--- config.mk ---
export PLATFORM = sky130hd
export DESIGN_NAME = muldiv_unit
export DESIGN_NICKNAME = d
export VERILOG_FILES = /design/src/rtl/muldiv_pkg.sv /design/src/rtl/muldiv_unit_div_step.sv /design/src/rtl/muldiv_unit.sv
export SDC_FILE = /design/constraint.sdc
export NUM_CORES = 1
export LEC_CHECK = 0
export ABC_AREA = 1
export CAP_MARGIN = 20
export CORE_MARGIN = 3
export CORE_UTILIZATION = 50
export CTS_BUF_LIST = sky130_fd_sc_hd__clkbuf_4 sky130_fd_sc_hd__clkbuf_8 sky130_fd_sc_hd__clkbuf_16
export CTS_CLUSTER_SIZE = 30
export DETAILED_ROUTE_END_ITERATION = 10
export PLACE_DENSITY_LB_ADDON = 0.12
export SLEW_MARGIN = 20
export SYNTH_ARGS = -nofsm -noshare
export SYNTH_HDL_FRONTEND = slang
export SYNTH_HIERARCHICAL = 1
export SYNTH_SLANG_ARGS = --single-unit
--- constraint.sdc ---
create_clock -name CLK -period 9.8 [get_ports CLK]
set_clock_uncertainty 0.05 [all_clocks]
set_input_delay 1.96 -clock CLK [delete_from_list [all_inputs] [get_ports CLK]]
set_output_delay 1.96 -clock CLK [all_outputs]
set_load 0.01 [all_outputs]
--- src/rtl/muldiv_pkg.sv ---
// Shared encodings for the iterative RV32M multiply/divide unit.
package muldiv_pkg;

    localparam logic [6:0]  AUX_FUNC_MULDIV = 7'b0000001;
    localparam int unsigned MULDIV_ITER     = 32;
    localparam int unsigned CNT_W           = 5;

    typedef enum logic [2:0] {
        F3_MUL    = 3'b000,
        F3_MULH   = 3'b001,
        F3_MULHSU = 3'b010,
        F3_MULHU  = 3'b011,
        F3_DIV    = 3'b100,
        F3_DIVU   = 3'b101,
        F3_REM    = 3'b110,
        F3_REMU   = 3'b111
    } funct3_e;

    typedef enum logic [1:0] {
        ST_IDLE = 2'd0,
        ST_CALC = 2'd1,
        ST_FIN  = 2'd2
    } state_e;

endpackage

--- src/rtl/muldiv_unit_div_step.sv ---
// One restoring-division step on magnitudes: shift in the next dividend bit,
// subtract the divisor when it fits and record the quotient bit.
module div_step
    import muldiv_pkg::*;
#(
    parameter int unsigned XLEN = 32
) (
    input  logic [XLEN:0]   rem_i,
    input  logic [XLEN-1:0] quo_i,
    input  logic [XLEN-1:0] divisor_i,
    output logic [XLEN:0]   rem_o,
    output logic [XLEN-1:0] quo_o
);

    logic [XLEN+1:0] shifted;
    logic [XLEN+1:0] diff;
    logic            fits;

    always_comb begin
        shifted = {rem_i, quo_i[XLEN-1]};
        diff    = shifted - (XLEN+2)'(divisor_i);
        fits    = (shifted >= (XLEN+2)'(divisor_i));
        rem_o   = (XLEN+1)'(fits ? diff : shifted);
        quo_o   = {quo_i[XLEN-2:0], fits};
    end

endmodule

--- src/rtl/muldiv_unit.sv ---
// Iterative RV32M multiply/divide unit: 32-cycle shift-add multiply and restoring divide.
// Define MULDIV_FAST_MUL_EN to compute MUL* with a single-cycle 64-bit multiply.
module muldiv_unit
    import muldiv_pkg::*;
#(
    parameter int unsigned XLEN = 32
) (
    input  logic            CLK,
    input  logic            RST,
    input  logic            start,
    input  logic [2:0]      funct3,
    input  logic [XLEN-1:0] opA,
    input  logic [XLEN-1:0] opB,
    output logic            busy,
    output logic            done,
    output logic [XLEN-1:0] result
);

    localparam int unsigned      PW       = 2 * XLEN;
    localparam logic [XLEN-1:0]  SMIN     = {1'b1, {(XLEN-1){1'b0}}};
    localparam logic [XLEN-1:0]  ONES     = {XLEN{1'b1}};
    localparam logic [CNT_W-1:0] CNT_LAST = CNT_W'(MULDIV_ITER - 1);

    state_e            state_q, state_d;
    logic [CNT_W-1:0]  cnt_q, cnt_d;
    logic [2:0]        func_q, func_d;
    logic              q_neg_q, q_neg_d;
    logic              r_neg_q, r_neg_d;
    logic [PW-1:0]     acc_q, acc_d;
    logic [PW-1:0]     mcand_q, mcand_d;
    logic [XLEN-1:0]   mplier_q, mplier_d;
    logic [XLEN:0]     rem_q, rem_d;
    logic [XLEN-1:0]   quo_q, quo_d;
    logic [XLEN-1:0]   divisor_q, divisor_d;
    logic [XLEN-1:0]   result_q, result_d;

    logic              is_div_c, signed_a_c, signed_b_c, neg_a_c, neg_b_c;
    logic              div_zero_c, div_ovf_c, direct_c;
    logic [XLEN-1:0]   mag_a_c, mag_b_c;
    logic [PW-1:0]     acc_add_c;
    logic [XLEN:0]     rem_step_c;
    logic [XLEN-1:0]   quo_step_c;

    // Applies the product sign and picks the low or high half.
    function automatic logic [XLEN-1:0] mul_select(input logic [2:0] f, input logic neg,
                                                   input logic [PW-1:0] prod);
        logic [PW-1:0] p;
        p = neg ? -prod : prod;
        return (f == F3_MUL) ? p[XLEN-1:0] : p[PW-1:XLEN];
    endfunction

    // Operand signedness, magnitudes and early-exit detection on the raw inputs.
    always_comb begin
        is_div_c   = funct3[2];
        signed_a_c = (funct3 == F3_MULH) || (funct3 == F3_MULHSU) ||
                     (funct3 == F3_DIV)  || (funct3 == F3_REM);
        signed_b_c = (funct3 == F3_MULH) || (funct3 == F3_DIV) || (funct3 == F3_REM);
        neg_a_c    = signed_a_c && opA[XLEN-1];
        neg_b_c    = signed_b_c && opB[XLEN-1];
        mag_a_c    = neg_a_c ? -opA : opA;
        mag_b_c    = neg_b_c ? -opB : opB;
        div_zero_c = is_div_c && (opB == '0);
        div_ovf_c  = is_div_c && !funct3[0] && (opA == SMIN) && (opB == ONES);
`ifdef MULDIV_FAST_MUL_EN
        direct_c   = div_zero_c || div_ovf_c || !is_div_c;
`else
        direct_c   = div_zero_c || div_ovf_c;
`endif
    end

    assign acc_add_c = acc_q + (mplier_q[0] ? mcand_q : '0);

    div_step #(.XLEN(XLEN)) u_div_step (
        .rem_i     (rem_q),
        .quo_i     (quo_q),
        .divisor_i (divisor_q),
        .rem_o     (rem_step_c),
        .quo_o     (quo_step_c)
    );

    always_ff @(posedge CLK or posedge RST) begin
        if (RST) state_q <= ST_IDLE;
        else     state_q <= state_d;
    end

    always_comb begin
        state_d = state_q;
        case (state_q)
            ST_IDLE: if (start) state_d = direct_c ? ST_FIN : ST_CALC;
            ST_CALC: if (cnt_q == CNT_LAST) state_d = ST_FIN;
            ST_FIN:  state_d = ST_IDLE;
            default: state_d = ST_IDLE;
        endcase
    end

    always_comb begin
        busy = (state_q != ST_IDLE);
        done = (state_q == ST_FIN);
    end

    // Datapath: capture on acceptance, iterate in CALC, load result on the last step.
    always_comb begin
        cnt_d     = cnt_q;
        func_d    = func_q;
        q_neg_d   = q_neg_q;
        r_neg_d   = r_neg_q;
        acc_d     = acc_q;
        mcand_d   = mcand_q;
        mplier_d  = mplier_q;
        rem_d     = rem_q;
        quo_d     = quo_q;
        divisor_d = divisor_q;
        result_d  = result_q;
        case (state_q)
            ST_IDLE: begin
                if (start) begin
                    func_d    = funct3;
                    q_neg_d   = neg_a_c ^ neg_b_c;
                    r_neg_d   = neg_a_c;
                    cnt_d     = '0;
                    acc_d     = '0;
                    mcand_d   = PW'(mag_a_c);
                    mplier_d  = mag_b_c;
                    rem_d     = '0;
                    quo_d     = mag_a_c;
                    divisor_d = mag_b_c;
                    if (div_zero_c)     result_d = funct3[1] ? opA : ONES;
                    else if (div_ovf_c) result_d = funct3[1] ? '0 : SMIN;
`ifdef MULDIV_FAST_MUL_EN
                    else if (!is_div_c)
                        result_d = mul_select(funct3, neg_a_c ^ neg_b_c,
                                              PW'(mag_a_c) * PW'(mag_b_c));
`endif
                end
            end
            ST_CALC: begin
                cnt_d = cnt_q + CNT_W'(1);
                if (func_q[2]) begin
                    rem_d = rem_step_c;
                    quo_d = quo_step_c;
                end else begin
                    acc_d    = acc_add_c;
                    mcand_d  = mcand_q << 1;
                    mplier_d = mplier_q >> 1;
                end
                if (cnt_q == CNT_LAST) begin
                    if (!func_q[2])     result_d = mul_select(func_q, q_neg_q, acc_add_c);
                    else if (func_q[1]) result_d = r_neg_q ? -rem_step_c[XLEN-1:0]
                                                           : rem_step_c[XLEN-1:0];
                    else                result_d = q_neg_q ? -quo_step_c : quo_step_c;
                end
            end
            default: ;
        endcase
    end

    always_ff @(posedge CLK or posedge RST) begin
        if (RST) begin
            cnt_q     <= '0;
            func_q    <= '0;
            q_neg_q   <= 1'b0;
            r_neg_q   <= 1'b0;
            acc_q     <= '0;
            mcand_q   <= '0;
            mplier_q  <= '0;
            rem_q     <= '0;
            quo_q     <= '0;
            divisor_q <= '0;
            result_q  <= '0;
        end else begin
            cnt_q     <= cnt_d;
            func_q    <= func_d;
            q_neg_q   <= q_neg_d;
            r_neg_q   <= r_neg_d;
            acc_q     <= acc_d;
            mcand_q   <= mcand_d;
            mplier_q  <= mplier_d;
            rem_q     <= rem_d;
            quo_q     <= quo_d;
            divisor_q <= divisor_d;
            result_q  <= result_d;
        end
    end

    assign result = result_q;

endmodule

Word-level counts from Yosys, hierarchy flattened
Cells that the tools add are included.
{ "totals": {"elab_cells": 98, "output_inout_bits": 34, "register_bits": 301} }
{ "classes": {"bitwise_logic": 1, "add_sub_neg": 8, "n_eq_ne": 14, "order_cmp": 1, "reduce_logical": 24, "muxes": 38} }
{ "op_table": {"columns": ["cell", "count"], "rows": [
  ["$mux 32", 17],
  ["$mux 64", 6],
  ["$pmux 64 s2", 2],
  ["$pmux 32 s2", 3],
  ["$neg 32->32", 4],
  ["$mux 33", 3],
  ["$pmux 33 s2", 1],
  ["$add 64x64->64", 1],
  ["$eq 32x32->1 const B", 2],
  ["$neg 64->64", 1],
  ["$ge 34x32->1", 1],
  ["$sub 33x32->33", 1],
  ["$logic_not 32->1", 1],
  ["$pmux 5 s2", 1],
  ["$ne 2x2->1 const B", 4],
  ["$eq 3x3->1 const B", 2],
  ["$logic_and 1x1->1", 6],
  ["$logic_or 1x1->1", 6],
  ["$mux 2", 3],
  ["$reduce_and 2->1", 3],
  ["$reduce_and 3->1", 2],
  ["$add 5x1->5 const B", 1],
  ["$eq 5x5->1 const B", 1],
  ["$mux 5", 1],
  ["other kinds (12)", 13]
]} }

Longest topological paths before layout
Gate-level depths: netlist (run 1).
{ "depth": {"word_depth": 8, "ltp_mapped": 32, "ltp_nobuf": 31} }

By module
The synthesis (run 1) kept the hierarchy.
{ "modules_own_cells": {"columns": ["mod", "cells_each", "area_per_inst_um2", "instances"], "rows": [
  ["muldiv_unit", 4200, 25156.6, 1],
  ["div_step", 729, 3518.4, 1]
]} }

Least setup slack after synthesis (run 1)
OpenSTA, ideal clock, no wires.
{ "synth_path": {"path_type": "input port to flip-flop", "startpoint": "input port opB[1]", "endpoint": "register result_q[19], in the netlist result[19]", "arrival_time_ns": 3.962, "required_time_ns": 9.672, "n_path_buf": 1, "stages": 17, "setup_slack_ns": 5.711, "cell_sequence": "inv_1 -> ha_1 -> nand3_1 -> nor3_2 -> nand3_1 -> nor2_1 -> nand2_1 -> nor2_1 -> nand4_1 -> nor2_1 -> nand3_2 -> inv_1 -> buf_2 -> o21ai_0 -> nand3_1 -> inv_1 -> a21boi_1"} }
{ "synth_via": {"elab_chain_len": 5} }
{ "synth_lines": {"columns": ["item", "line", "rtl"], "rows": [
  ["start: declaration", "muldiv_unit.sv:13", "input logic [XLEN-1:0] opB,"],
  ["$logic_not 32->1", "muldiv_unit.sv:62", "div_zero_c = is_div_c && (opB == '0);"],
  ["$logic_and 1x1->1", "muldiv_unit.sv:62", null],
  ["$mux 32", "muldiv_unit.sv:127", "if (div_zero_c) result_d = funct3[1] ? opA : ONES;"],
  ["$mux 32", "muldiv_unit.sv:116", "if (start) begin"],
  ["$pmux 32 s2", "muldiv_unit.sv:114", "case (state_q)"],
  ["end signal: assignment", "muldiv_unit.sv:181", "result_q <= result_d;"],
  ["end: declaration", "muldiv_unit.sv:35", "logic [XLEN-1:0] result_q, result_d;"]
]} }
Several ways; a longest one is shown, not always the timed one. The select of a mux whose other input is x is not followed.
A chain may end at the register's enable or synchronous reset.

Final worst setup path (run 1)
{ "layout_path": {"startpoint": "input port opA[0]", "endpoint": "register result_q[23], in the netlist result[23]"} }
{ "layout_via": {"elab_chain_len": 5} }
{ "layout_lines": {"columns": ["item", "line", "rtl"], "rows": [
  ["start: declaration", "muldiv_unit.sv:12", "input logic [XLEN-1:0] opA,"],
  ["$eq 32x32->1", "muldiv_unit.sv:63", "div_ovf_c = is_div_c && !funct3[0] && (opA == SMIN) && (opB == ONES);"],
  ["$logic_and 1x1->1 (2 in a row)", "muldiv_unit.sv:63", null],
  ["$ne 3x3->1 (no source line)", null, null],
  ["$reduce_and 4->1 (no source line)", null, null]
]} }
Every way passes these cells.

==> flow_metrics.env, run 1 <==
export IMPL_drc_errors=0
export IMPL_status="complete, no violations"
export IMPL_row_count=87
export IMPL_viasPerCell=5.54
export IMPL_antenna_left=0
export IMPL_synthArstFlopShare_pct=100
export IMPL_clk_pin_slew_ns=0.06
export IMPL_first_pass_iters=6
export IMPL_setup_viol=0
export IMPL_layout_drive_gt1_share_pct=3.97
export IMPL_grt_max_degree=168
export IMPL_slowest_delay_ns=0.87
export IMPL_cts_root_buf="clkbuf_16"
export IMPL_drv_cap=0
export IMPL_place_detailed_instances=5627
export IMPL_min_period_over_period_pct=63.3
export IMPL_hold_viol_final=0
export IMPL_synthCells=4929
export IMPL_die_area_um2=60300
export IMPL_core_area_um2=56600
export IMPL_syn_nets=5104
export IMPL_clkLatencyLatePin_ns=0.60
export IMPL_ys_seq_area_share_pct=26.3
export IMPL_synth_area_top_cells="dfrtp_1 (26%), nand2_1 (22%), inv_1 (12%), nor2_1 (5.6%), a21oi_1 (5.5%)"
export IMPL_placed_cell_area_um2=30000
export IMPL_wl_um=115000
export IMPL_crit_path_top_delay_cell="nor4_1"
export IMPL_slew_headroom_pct=26.6
export IMPL_cts_sinks=301
export IMPL_die_w_um=245
export IMPL_port_buffer_count=103
export IMPL_fin_cells=5696
export IMPL_gp_congestion=1.04
export IMPL_crit_chain="clkdlybuf4s50_1 -> inv_1 -> ha_1 -> nand3_1 -> nor3_1 -> nand3_1 -> nor4_1 -> nand4_1 -> nand3_1 -> nand2_1 -> nor2_4 -> buf_4 -> inv_1 -> a211oi_1 -> a21boi_1"
export IMPL_die_h_um=245
export IMPL_critical_path_top_delay_family="simple AND/OR/NAND/NOR gates"
export IMPL_rr_startpoint="mplier_q[0]$_DFFE_PP0P_"
export IMPL_htree_num_levels=2
export IMPL_fin_tns_setup_ns=0
export IMPL_crit_buf_inv=4
export IMPL_hpwl_um=90700
export IMPL_synth_top_area_share_pct=26.3
export IMPL_synth_distinct_cells=58
export IMPL_hp_start="divisor_q[13]$_DFFE_PP0P_"
export IMPL_cts_tree="yes"
export IMPL_syn_area_um2=28700
export IMPL_crit_path_start="opA[0]"
export IMPL_postCtsHoldBufs=0
export IMPL_cp_required_ns=10.20
export IMPL_final_cell_area_um2=31400
export IMPL_clock_path_buffers=3
export IMPL_synth_edf_count=0
export IMPL_post_cts_setup_buffers=0
export IMPL_antenna_found_initial=1
export IMPL_avgSynthCellArea_um2=5.82
export IMPL_cts_buffers=39
export IMPL_grt_pass1_vias=28100
export IMPL_cp_max_fo=59
export IMPL_crit_arrival_ns=6.60
export IMPL_synth_flop_cell="dfrtp_1"
export IMPL_pin_count=104
export IMPL_drtIter0Drc=3825
export IMPL_worst_path_most_repeated_cell="nand3_1"
export IMPL_yosysWarnings=6
export IMPL_fin_crit_ns=6.21
export IMPL_wl_per_cell_um=20.1
export IMPL_grt_pass1_wl_um=172000
export IMPL_max_freq_mhz=161
export IMPL_critPathCaptureType="flop"
export IMPL_ys_ff_latch=301
export IMPL_yosysTopAreaCell="dfrtp_1"
export IMPL_crit_type="input pin to flop"
export IMPL_fin_nets=5087
export IMPL_num_antenna_cells=0
export IMPL_hp_class="flop to flop"
export IMPL_report_final_slew_viol_count=0
export IMPL_start_util_pct=50.7
export IMPL_via_count=31600
export IMPL_grt_usage_pct=37.4
export IMPL_max_slew_worst_pin_slew_ns=1.10
export IMPL_cts_resized=0
export IMPL_grt_overflow=0
export IMPL_finish_utilization_pct=55.4
export IMPL_synthToLayoutAreaGrowth_pct=9.42
export IMPL_rsz0062_at_grt="no"
export IMPL_crit_path_start_kind="input pin"
final timing paths:
kind	endpoint	cells past startpoint	slack (ns)
setup / recovery	result[23]$_DFFE_PP0P_	15	3.59
hold / removal	divisor_q[13]$_DFFE_PP0P_	2	0.43
setup reg to reg	result[17]$_DFFE_PP0P_	25	4.04
hold reg to reg	divisor_q[13]$_DFFE_PP0P_	2	0.43
max in group asynchronous	q_neg_q$_DFFE_PP0P_	4	5.84
min in group asynchronous	mcand_q[32]$_DFFE_PP0P_	2	1.66
worst reg2reg max path, cell delays in order (launching register included):
cell	delay, ns
dfrtp_2	0.94
buf_4	0.47
nand2_1	0.09
inv_1	0.10
ha_1	0.28
nand2_1	0.19
nor2_1	0.44
nand3_1	0.27
nand3_1	0.32
nand2_1	0.12
nand2_1	0.15
nand2_1	0.17
nand2_1	0.12
nand2_1	0.06
nand2_1	0.27
nand2_1	0.17
nor2_2	0.16
nand2_1	0.08
nand2_1	0.09
nand2_1	0.11
nor2_4	0.17
nand2_1	0.07
nand2_1	0.06
nand3_1	0.26
a21oi_1	0.37
nor2_1	0.07
layer usage:
layer  vias up  track usage [%]  routed length [um]
li1      15400                -                   -
met5         -                0                   0
met2      1505             51.9               45100
met3       168             8.28               13300
met4         0             10.7                3500
met1     14500             57.3               52800
Yosys cell counts, types with 13 or more instances:
| master | n |
|---|---|
| nand2_1 | 1651 |
| inv_1 | 895 |
| nor2_1 | 425 |
| a21oi_1 | 315 |
| dfrtp_1 | 301 |
| o21ai_0 | 289 |
| nand3_1 | 275 |
| clkbuf_1 | 115 |
| ha_1 | 103 |
| nand4_1 | 85 |
| nor3_1 | 57 |
| xor2_1 | 50 |
| o22ai_1 | 48 |
| o31ai_1 | 36 |
| buf_4 | 33 |
| or2_2 | 28 |
| buf_1 | 20 |
| nand2_2 | 19 |
| a21boi_1 | 18 |
| nor2_2 | 15 |
| nand3b_1 | 13 |
sequential cells by signal (all words and copies together), names as in the netlist:
register	count
divisor_q	32
mplier_q	32
func_q	3
result	32
rem_q	33
cnt_q	5
acc_q	64
quo_q	32
q_neg_q	1
state_q	2
r_neg_q	1
mcand_q	64
through the flow:
| stage | setup slack, ns | hold WS [ns] |
|---|---|---|
| final | 3.59 | 0.427 |
| after floorplan | 3.79 | 0.394 |
| after detailed placement | 3.35 | 0.415 |
| after global placement | 3.28 | 0.413 |
| after CTS | 3.95 | 0.430 |
| after global routing | 3.42 | 0.450 |
cells by family (layout without fill, tap and decap cells):
logic type / Yosys count / after routing / synth area share [%]
DFF: 301 / 301 / 26.3
adders and majority gates: 105 / 105 / 4.63
AOI/OAI and AO/OA: 767 / 767 / 14.6
and+or+nand+nor: 2607 / 2607 / 37.7
buffers and inverters: 1086 / 1097 / 14.8
xor gates and xnor gates: 63 / 63 / 1.95
cells in the final DEF, fill, tap and decap left out, types with 85 or more instances in the layout:
cell / n
nand3_1: 275
inv_1: 890
nand4_1: 85
a21oi_1: 315
nand2_1: 1650
clkdlybuf4s50_1: 103
dfrtp_1: 299
ha_1: 103
o21ai_0: 289
nor2_1: 419
area by class of cell:
type,count,area (um2)
tap,756,946
clock inverter,16,180
inverter,903,3390
clock buffer,53,1140
sequential,301,7530
timing repair buffer,125,1220
fill,6016,25200
multi-input combinational,3542,17000
Power of run 1 is left out: the tool's default activity adds up to more than one toggle a clock period on the data nets, which glitch-free logic cannot reach.
==> inputs of run 2 (changes only) <==
==> constraint.sdc (replaced) <==
create_clock -name CLK -period 5.7 [get_ports CLK]
set_clock_uncertainty 0.05 [all_clocks]
set_input_delay 1.14 -clock CLK [delete_from_list [all_inputs] [get_ports CLK]]
set_output_delay 1.14 -clock CLK [all_outputs]
set_load 0.01 [all_outputs]
==> run 2 against run 1 <==
- core utilization rose by 0.077 points
- non-clock buffer count rose by 14
- sequential cell count did not move
- clock-buffer cell count did not move
- design area rose by 0.14%
- critical path depth rose by 11
- sequential share of layout area barely moved
- first-iteration DRC count fell by 1.7%
- register-to-register slack got worse by 3.1 ns
- die area did not move
- final cell count rose by 0.18%
==> flow_metrics.env, run 2 (same netlist as run 1, synthesis figures left out) <==
export IMPL_fin_crit_ns=4.75
export IMPL_min_period_over_period_pct=83.3
export IMPL_drv_cap=0
export IMPL_max_slew_worst_pin_slew_ns=1.05
export IMPL_grt_pass1_wl_um=169000
export IMPL_die_h_um=245
export IMPL_slew_headroom_pct=29.8
export IMPL_row_count=87
export IMPL_grt_overflow=0
export IMPL_grt_max_degree=121
export IMPL_use_met1_pct=54.7
export IMPL_grtUsageMet3_pct=8.03
export IMPL_setup_viol=0
export IMPL_cts_tree="yes"
export IMPL_nFillCells=5987
export IMPL_final_common_cell="nand2_1"
export IMPL_rr_startpoint="mplier_q[0]$_DFFE_PP0P_"
export IMPL_grt_usage_pct=36.6
export IMPL_core_area_um2=56600
export IMPL_gp_congestion=1.04
export IMPL_crit_arrival_ns=5.17
export IMPL_r2r_setup_slack_ns=0.95
export IMPL_clk_pin_slew_ns=0.06
export IMPL_top_usage_layer="met1"
export IMPL_final_cell_area_um2=31400
export IMPL_htree_num_levels=2
export IMPL_hpwl_um=90000
export IMPL_cts_sinks=301
export IMPL_port_buffer_count=103
export IMPL_min_path_cells=2
export IMPL_max_freq_mhz=211
export IMPL_die_area_um2=60300
export IMPL_mostFrequentLayoutCells="nand2_1 (1,650), inv_1 (890), nor2_1 (419)"
export IMPL_status="complete, no violations"
export IMPL_antenna_left=0
export IMPL_pin_count=104
export IMPL_via_count=31600
export IMPL_r2r_end="result[31]$_DFFE_PP0P_"
export IMPL_hp_start="mplier_q[31]$_DFFE_PP0P_"
export IMPL_crit_type="flop to flop"
export IMPL_cts_root_buf="clkbuf_16"
export IMPL_synthToLayoutAreaGrowth_pct=9.57
export IMPL_grt_pass1_vias=28100
export IMPL_crit_path_start_kind="flop"
export IMPL_start_util_pct=50.7
export IMPL_hp_class="flop to flop"
export IMPL_report_final_slew_viol_count=0
export IMPL_drc_errors=0
export IMPL_critPathCaptureType="flop"
export IMPL_layout_drive_gt1_share_pct=4.16
export IMPL_num_antenna_cells=0
export IMPL_clock_path_buffers=3
export IMPL_drtIter0Drc=3761
export IMPL_cts_buffers=37
export IMPL_rsz0062_at_grt="no"
export IMPL_hold_viol_final=0
export IMPL_wl_per_cell_um=19.6
export IMPL_fin_tns_setup_ns=0
export IMPL_cp_max_fo=12
export IMPL_wl_um=112000
export IMPL_min_to="mplier_q[31]$_DFFE_PP0P_"
export IMPL_die_w_um=245
export IMPL_viasPerCell=5.53
export IMPL_first_pass_iters=6
export IMPL_gr_usage_met2_pct=51.2
export IMPL_hold_slack_ns=0.428
export IMPL_postCtsHoldBufs=0
export IMPL_post_cts_setup_buffers=0
export IMPL_reg_largest_list="acc_q (64), mcand_q (64), rem_q (33)"
export IMPL_clkLatencyLatePin_ns=0.61
export IMPL_cp_required_ns=6.13
export IMPL_ff2ff_path_depth=26
export IMPL_fin_nets=5099
export IMPL_cts_resized=0
export IMPL_antenna_found_initial=2
export IMPL_placed_cell_area_um2=30200
==> run 2: changes by cell type in the layout (fill, tap and decap cells not counted), moves of 2 or more <==
cell / change
clkinv_4: +2
clkbuf_16: -3
buf_4: +15
inv_6: -2
clkinv_2: -5
clkbuf_4: +3
==> run 2: worst max-delay path, cell delays in order, from the launching register on <==
cell and delay (ns):
dfrtp_2 0.59, nand2_1 0.17, inv_1 0.09, ha_1 0.23, inv_1 0.09, fa_1 0.39, inv_1 0.14, nand2_1 0.09
nand2_1 0.08, nand3_1 0.11, nand2_1 0.28, nand2_1 0.12, nand2_1 0.21, nand2_1 0.08, nand2_1 0.16, xnor2_2 0.29
nand2_1 0.15, nor2_1 0.23, nand2_1 0.11, nor2_1 0.12, nand2_1 0.07, nand2_2 0.14, nand2_1 0.08, nand2_1 0.06
nand3_1 0.09, nand2_1 0.29, a21boi_1 0.12
==> run 2: worst max-delay path by stage <==
stage                     slack [ns]                      to                     from  depth (start not counted)
final                           0.95  result[31]$_DFFE_PP0P_  mplier_q[0]$_DFFE_PP0P_                         26
after global routing            0.49  result[25]$_DFFE_PP0P_    quo_q[31]$_DFFE_PP0P_                         26
after CTS                       1.05  result[28]$_DFFE_PP0P_    quo_q[31]$_DFFE_PP0P_                         28
after detailed placement        0.77  result[10]$_DFFE_PP0P_                   opB[0]                         17
after global placement          0.72  result[10]$_DFFE_PP0P_                   opB[0]                         17
after floorplan                 0.51    acc_q[0]$_DFFE_PP0P_                      RST                          1
==> run 2: area by class of cell <==
class	instances	area (um2)	share of cell area [%]
tap	756	946	3.01
clock buffer	53	1090	3.47
multi-input combinational	3542	17000	54.0
sequential	301	7530	24.0
timing repair buffer	139	1330	4.22
inverter	903	3390	10.8
clock inverter	12	175	0.558
==> run 2: routing by layer <==
metal | routed length [um] | vias up | part of all wire [%]
met2 | 44400 | 1524 | 40
met1 | 50400 | 14400 | 45
met3 | 12700 | 209 | 11
li1 | - | 15400 | -
met4 | 4310 | 2 | 3.9
met5 | 11 | - | 0.0098
==> run 2: per-stage QoR <==
stage / instances / setup WS (ns) / util [%]
after floorplan: 4929 / 0.509 / -
final: 5706 / 0.951 / 55.5
after global routing: 5706 / 0.492 / 55.5
after detailed placement: 5641 / 0.775 / 53.3
after CTS: 5706 / 1.05 / 55.5
after global placement: 5641 / 0.724 / 53.3
Power of run 2 is left out for the same reason.
